$ cat src/rtl/keypad_pkg.sv
// Shared constants for the keypad buffer: default I/O port addresses and the
// status-byte layout, plus a helper that packs the status byte.
package keypad_pkg;

  localparam logic [7:0] DATA_PORT_DEF   = 8'h24;
  localparam logic [7:0] STATUS_PORT_DEF = 8'h25;

  localparam int ST_OVF     = 7;
  localparam int ST_FULL    = 6;
  localparam int ST_EMPTY   = 5;
  localparam int ST_CNT_MSB = 4;

  function automatic logic [7:0] status_byte(input logic ovf, input logic full,
                                             input logic empty, input logic [4:0] cnt);
    logic [7:0] s;
    s                 = '0;
    s[ST_OVF]         = ovf;
    s[ST_FULL]        = full;
    s[ST_EMPTY]       = empty;
    s[ST_CNT_MSB:0]   = cnt;
    return s;
  endfunction

endpackage

$ cat src/rtl/key_fifo_core.sv
// Generic synchronous FIFO with combinational head read. A push into a full
// FIFO is accepted only when a pop happens in the same cycle.
module key_fifo_core #(
  parameter int WIDTH = 8,
  parameter int DEPTH = 8
) (
  input  logic                       clk,
  input  logic                       reset,
  input  logic                       push,
  input  logic                       pop,
  input  logic [WIDTH-1:0]           wr_data,
  output logic [WIDTH-1:0]           head,
  output logic                       full,
  output logic                       empty,
  output logic [$clog2(DEPTH):0]     count,
  output logic                       push_ok
);

  localparam int AW = $clog2(DEPTH);
  localparam int CW = AW + 1;

  logic [WIDTH-1:0] mem_q [DEPTH];
  logic [AW-1:0]    wr_ptr_q, wr_ptr_d;
  logic [AW-1:0]    rd_ptr_q, rd_ptr_d;
  logic [CW-1:0]    count_q, count_d;
  logic             pop_ok;

  assign full    = (count_q == CW'(DEPTH));
  assign empty   = (count_q == '0);
  assign pop_ok  = pop & ~empty;
  assign push_ok = push & (~full | pop_ok);
  assign count   = count_q;

  // Distributed storage: the head must be readable in the same cycle.
  assign head = mem_q[rd_ptr_q];

  always_comb begin
    wr_ptr_d = wr_ptr_q;
    rd_ptr_d = rd_ptr_q;
    count_d  = count_q;
    if (push_ok) wr_ptr_d = wr_ptr_q + AW'(1);
    if (pop_ok)  rd_ptr_d = rd_ptr_q + AW'(1);
    case ({push_ok, pop_ok})
      2'b10:   count_d = count_q + CW'(1);
      2'b01:   count_d = count_q - CW'(1);
      default: count_d = count_q;
    endcase
  end

  always_ff @(posedge clk) begin
    if (reset) begin
      wr_ptr_q <= '0;
      rd_ptr_q <= '0;
      count_q  <= '0;
    end else begin
      wr_ptr_q <= wr_ptr_d;
      rd_ptr_q <= rd_ptr_d;
      count_q  <= count_d;
    end
  end

  always_ff @(posedge clk) begin
    if (push_ok) mem_q[wr_ptr_q] <= wr_data;
  end

endmodule

$ cat src/rtl/keypad_buffer.sv
// Keypad-to-CPU bridge: queues one key per key_strobe rising edge, exposes
// data/status ports on the CPU IN bus and pulses int_out per accepted key.
module keypad_buffer
  import keypad_pkg::*;
#(
  parameter int         DEPTH       = 8,
  parameter logic [7:0] DATA_PORT   = DATA_PORT_DEF,
  parameter logic [7:0] STATUS_PORT = STATUS_PORT_DEF,
  parameter int         INT_CYCLES  = 4
) (
  input  logic                   clk,
  input  logic                   reset,
  input  logic                   key_strobe,
  input  logic [7:0]             key_data,
  input  logic [7:0]             port_id,
  input  logic                   rd_strb,
  output logic [7:0]             rd_data,
  output logic                   int_out,
  output logic [$clog2(DEPTH):0] count
);

  localparam int CW = $clog2(DEPTH) + 1;
  localparam int IW = $clog2(INT_CYCLES + 1);

  logic          key_strobe_q;
  logic          armed_q;
  logic          push_q;
  logic [7:0]    push_data_q;
  logic          overflow_q, overflow_d;
  logic [IW-1:0] int_cnt_q, int_cnt_d;

  logic          push_req, data_rd, status_rd, overflow_set;
  logic [7:0]    head;
  logic          full, empty, push_ok;
  logic [CW-1:0] fifo_count;

  // armed_q keeps a strobe that is held high across reset from counting as an edge.
  assign push_req  = key_strobe & ~key_strobe_q & armed_q;
  assign data_rd   = rd_strb & (port_id == DATA_PORT);
  assign status_rd = rd_strb & (port_id == STATUS_PORT);

  key_fifo_core #(
    .WIDTH (8),
    .DEPTH (DEPTH)
  ) u_fifo (
    .clk     (clk),
    .reset   (reset),
    .push    (push_q),
    .pop     (data_rd),
    .wr_data (push_data_q),
    .head    (head),
    .full    (full),
    .empty   (empty),
    .count   (fifo_count),
    .push_ok (push_ok)
  );

  // A refused push can only mean full with no same-cycle pop.
  assign overflow_set = push_q & ~push_ok;

  always_comb begin
    overflow_d = overflow_q;
    if (status_rd)    overflow_d = 1'b0;
    if (overflow_set) overflow_d = 1'b1;

    int_cnt_d = int_cnt_q;
    if (push_ok)                int_cnt_d = IW'(INT_CYCLES);
    else if (int_cnt_q != '0)   int_cnt_d = int_cnt_q - IW'(1);
  end

  always_ff @(posedge clk) begin
    if (reset) begin
      key_strobe_q <= 1'b0;
      armed_q      <= 1'b0;
      push_q       <= 1'b0;
      push_data_q  <= 8'h00;
      overflow_q   <= 1'b0;
      int_cnt_q    <= '0;
    end else begin
      key_strobe_q <= key_strobe;
      armed_q      <= armed_q | ~key_strobe;
      push_q       <= push_req;
      push_data_q  <= key_data;
      overflow_q   <= overflow_d;
      int_cnt_q    <= int_cnt_d;
    end
  end

  always_comb begin
    rd_data = 8'h00;
    if (port_id == DATA_PORT)
      rd_data = empty ? 8'h00 : head;
    else if (port_id == STATUS_PORT)
      rd_data = status_byte(overflow_q, full, empty, 5'(fifo_count));
  end

  assign int_out = (int_cnt_q != '0);
  assign count   = fifo_count;

endmodule

$ cat config.mk
export PLATFORM = sky130hd
export DESIGN_NAME = keypad_buffer
export DESIGN_NICKNAME = d
export VERILOG_FILES = /design/src/rtl/keypad_pkg.sv /design/src/rtl/key_fifo_core.sv /design/src/rtl/keypad_buffer.sv
export SDC_FILE = /design/constraint.sdc
export NUM_CORES = 1
export LEC_CHECK = 0
export CELL_PAD_IN_SITES_DETAIL_PLACEMENT = 1
export CELL_PAD_IN_SITES_GLOBAL_PLACEMENT = 2
export CORE_MARGIN = 10
export CORE_UTILIZATION = 47
export CTS_BUF_LIST = sky130_fd_sc_hd__clkbuf_8
export CTS_CLUSTER_SIZE = 14
export DETAILED_ROUTE_END_ITERATION = 12
export MAX_ROUTING_LAYER = met4
export PLACE_DENSITY_LB_ADDON = 0.1
export SETUP_SLACK_MARGIN = 0.5
export SLEW_MARGIN = 20
export SYNTH_ARGS = -nofsm -noshare
export SYNTH_HDL_FRONTEND = slang
export SYNTH_SLANG_ARGS = --single-unit
$ cat constraint.sdc
create_clock -name clk -period 8.12 [get_ports clk]
set_input_delay 1.624 -clock clk [delete_from_list [all_inputs] [get_ports clk]]
set_output_delay 1.624 -clock clk [all_outputs]
set_load 0.005 [all_outputs]
==> reports/qor.txt <==
status -> finished clean
maximum clock rate -> 186 MHz
Die Span Y -> 110 µm
Placed Area -> 0.00420 mm²
post-synthesis cell area -> 0.00382 mm²
vias per inst -> 5.51
CP Capture Type -> output port
Worst Setup SP -> port_id[3]
Worst-Margin Slew -> 1.01 ns
Ant. Diodes -> 0
RSZ-0062 raised after global routing -> false
Max stage delay on crit path -> 0.51 ns
reg2reg end -> u_fifo.count[2]$_SDFFE_PP0P_
hold_sp -> key_strobe_q$_SDFF_PP0_
CP Launch Type -> primary input
synth top area cells -> edfxtp_1 (50%), dfxtp_1 (15%), mux4_1 (8.3%), ha_1 (2.6%), mux2_2 (2.4%)
I/O pins -> 33
Net Count, Synth -> 262
power density of the placed cells -> 202 mW/mm²
DR pass1 iterations -> 4
Core Area -> 0.00781 mm²
Clk Latency, worst-skew pair -> 0.35 ns
# hold bufs at CTS -> 0
Setup Skew -> 0.0119 ns
Multi-input gate area -> 0.00123 mm²
Area Overhead vs Synth -> 15.4%
post_cts resized -> 0
Mapped Cells -> 234
depth of the CTS H-tree -> 3
leading area contributor after synthesis -> edfxtp_1
Layout Nets -> 295
Yosys reg bits -> 92
worst-case reg-to-reg path depth -> 11
GRT overflow -> 0
# fillers -> 735
antenna-violating nets left -> 0
WL final -> 8130 µm
Hold Path Class -> flip-flop to flip-flop
share of Yosys cell area claimed by the top area cell type -> 50.3%
initial antenna violation count -> 0
layout cells sized above 1 -> 14.7%
number of setup buffers added after CTS -> 0
CP dominant cell by count -> clkdlybuf4s50_1
I/O Buffers -> 32
Clock Path Buffers -> 2
R2R setup slack -> 5.26 ns
hold path depth -> 1
most common cell after layout, fill and taps aside -> edfxtp_1
Storage cell area -> 0.00248 mm²
design area -> 0.00441 mm²
worst-case vdd ir drop -> 0.106 mV
GRT Overall Usage -> 14.4%
Final Cycle Share -> 66.3%
Max Cap Viol -> 0
TritonCTS clock tree -> yes
CTS root buf -> clkbuf_8
endpoints failing setup -> 0
cell at the slowest stage of the critical path -> clkdlybuf4s50_1
Slew HR -> 32.6%
Reg clk slew, reported paths -> 0.09 ns
yosys warns -> 0
worst path required time -> 6.50 ns
WL per Instance -> 21.7 µm
Num Clock Sinks -> 92
cells along the critical path -> clkdlybuf4s50_1, nor4b_4, nand2_1, nor2_1, a32o_1, clkdlybuf4s50_1
Setup Crit Path Kind -> primary input to output port
worst r2r src -> u_fifo.count[1]$_SDFFE_PP0P_
GPL Wtd Cong -> 0.719
first-pass GRT wire length -> 12,600 µm
1st-iter DRT viols -> 101
total CTS buffers -> 9
most frequent cells in the layout -> edfxtp_1 (64), clkdlybuf4s50_1 (31), dfxtp_1 (28)
Final Hold Fails -> 0
row count -> 32
post-route setup TNS -> 0 ns
hold_ws -> 0.403 ns
Worst path top cell family by delay -> buffers and inverters
Hold EP -> push_q$_SDFF_PP0_
Die Area -> 0.0121 mm²
Worst Path Arrival -> 3.76 ns
Synth Area per Inst -> 16.3 µm²
largest net degree at the start of global routing -> 27
leak pwr -> 1.51 nW
min Tclk post-route -> 5.39 ns
Distinct cells, synth -> 38
register area share after synthesis -> 65.0%
vias -> 2,061
Post-DP HPWL -> 5520 µm
fin. max-slew vios -> 0
vias in the first global route -> 2,240
Initial Util -> 48.9%
WP buf/inv -> 2
Remaining DRCs -> 0
crit path max fanout -> 8
Die Wd -> 110 µm
synth_stat cells, drive strengths merged:
library cell / instances
and3: 1
nor3: 5
nor2b: 13
a22o: 6
clkbuf: 6
a32o: 1
nand4b: 1
or4b: 1
nand2b: 3
a31oi: 1
o21ai: 5
a21oi: 9
inv: 10
mux4: 16
nor4bb: 1
edfxtp: 64
nand2: 6
buf: 4
mux2i: 5
nor4b: 3
dfxtp: 28
ha: 8
a21bo: 1
mux2: 8
nor4: 1
nor3b: 2
xor2: 5
or2: 1
o31ai: 1
or3: 3
nor2: 15
how the worst max path moves through the flow:
| stage | endpoint | cells after the start |
|---|---|---|
| 6_report | rd_data[6] | 6 |
| 5_1_grt | rd_data[2] | 6 |
| 4_1_cts | rd_data[4] | 6 |
| 3_5_place_dp | rd_data[4] | 6 |
| 3_3_place_gp | rd_data[6] | 6 |
| 2_1_floorplan | rd_data[6] | 4 |
power by group:
part / total, W / internal [W] / switching, W / leakage, nW
Sequential: 0.000516 / 0.000508 / 0.00000797 / 0.813
Combinational: 0.0000509 / 0.0000277 / 0.0000232 / 0.595
Clock: 0.000321 / 0.000156 / 0.000165 / 0.106
Total: 0.000888 / 0.000692 / 0.000196 / 1.51
state kept, by name (all words and copies together) (netlist names), 3 cells and up, named ones only:
| signal | cells |
|---|---|
| u_fifo.wr_ptr_q | 3 |
| u_fifo.count | 4 |
| u_fifo.rd_ptr_q | 3 |
| u_fifo.mem_q | 64 |
| int_cnt_q | 3 |
| push_data_q | 8 |
metal layers:
layer	share of wire [%]	global-route usage, %
met5	0	-
met4	0.22	3.49
met3	3.6	3.31
met2	51	23.7
met1	45	17.8
layout make-up:
| class | count | area share (%) |
|---|---|---|
| Clock buffer | 10 | 3.12 |
| Inverter | 10 | 0.909 |
| Tap cell | 102 | 2.90 |
| Multi-Input combinational cell | 122 | 27.9 |
| Clock inverter | 6 | 1.70 |
| Sequential cell | 92 | 56.3 |
| Timing Repair Buffer | 32 | 7.16 |
stage by stage:
stage	instances	setup slack (ns)	total power [W]	util (%)
6_report	374	2.73	0.000888	56.4
3_3_place_gp	358	2.80	0.000577	53.8
5_1_grt	374	2.65	0.000922	56.4
4_1_cts	374	2.71	0.000897	56.5
2_1_floorplan	234	3.89	0.000553	-
3_5_place_dp	358	2.73	0.000579	53.8
cell families after synthesis:
kind of cell / synth area share [%]
fa+ha+maj: 2.62
mux: 14.3
simple gates: 9.37
xor+xnor: 1.15
compound gates: 4.49
buf+inv: 3.08
flops: 65.0
(Power assumes the default switching activity.)
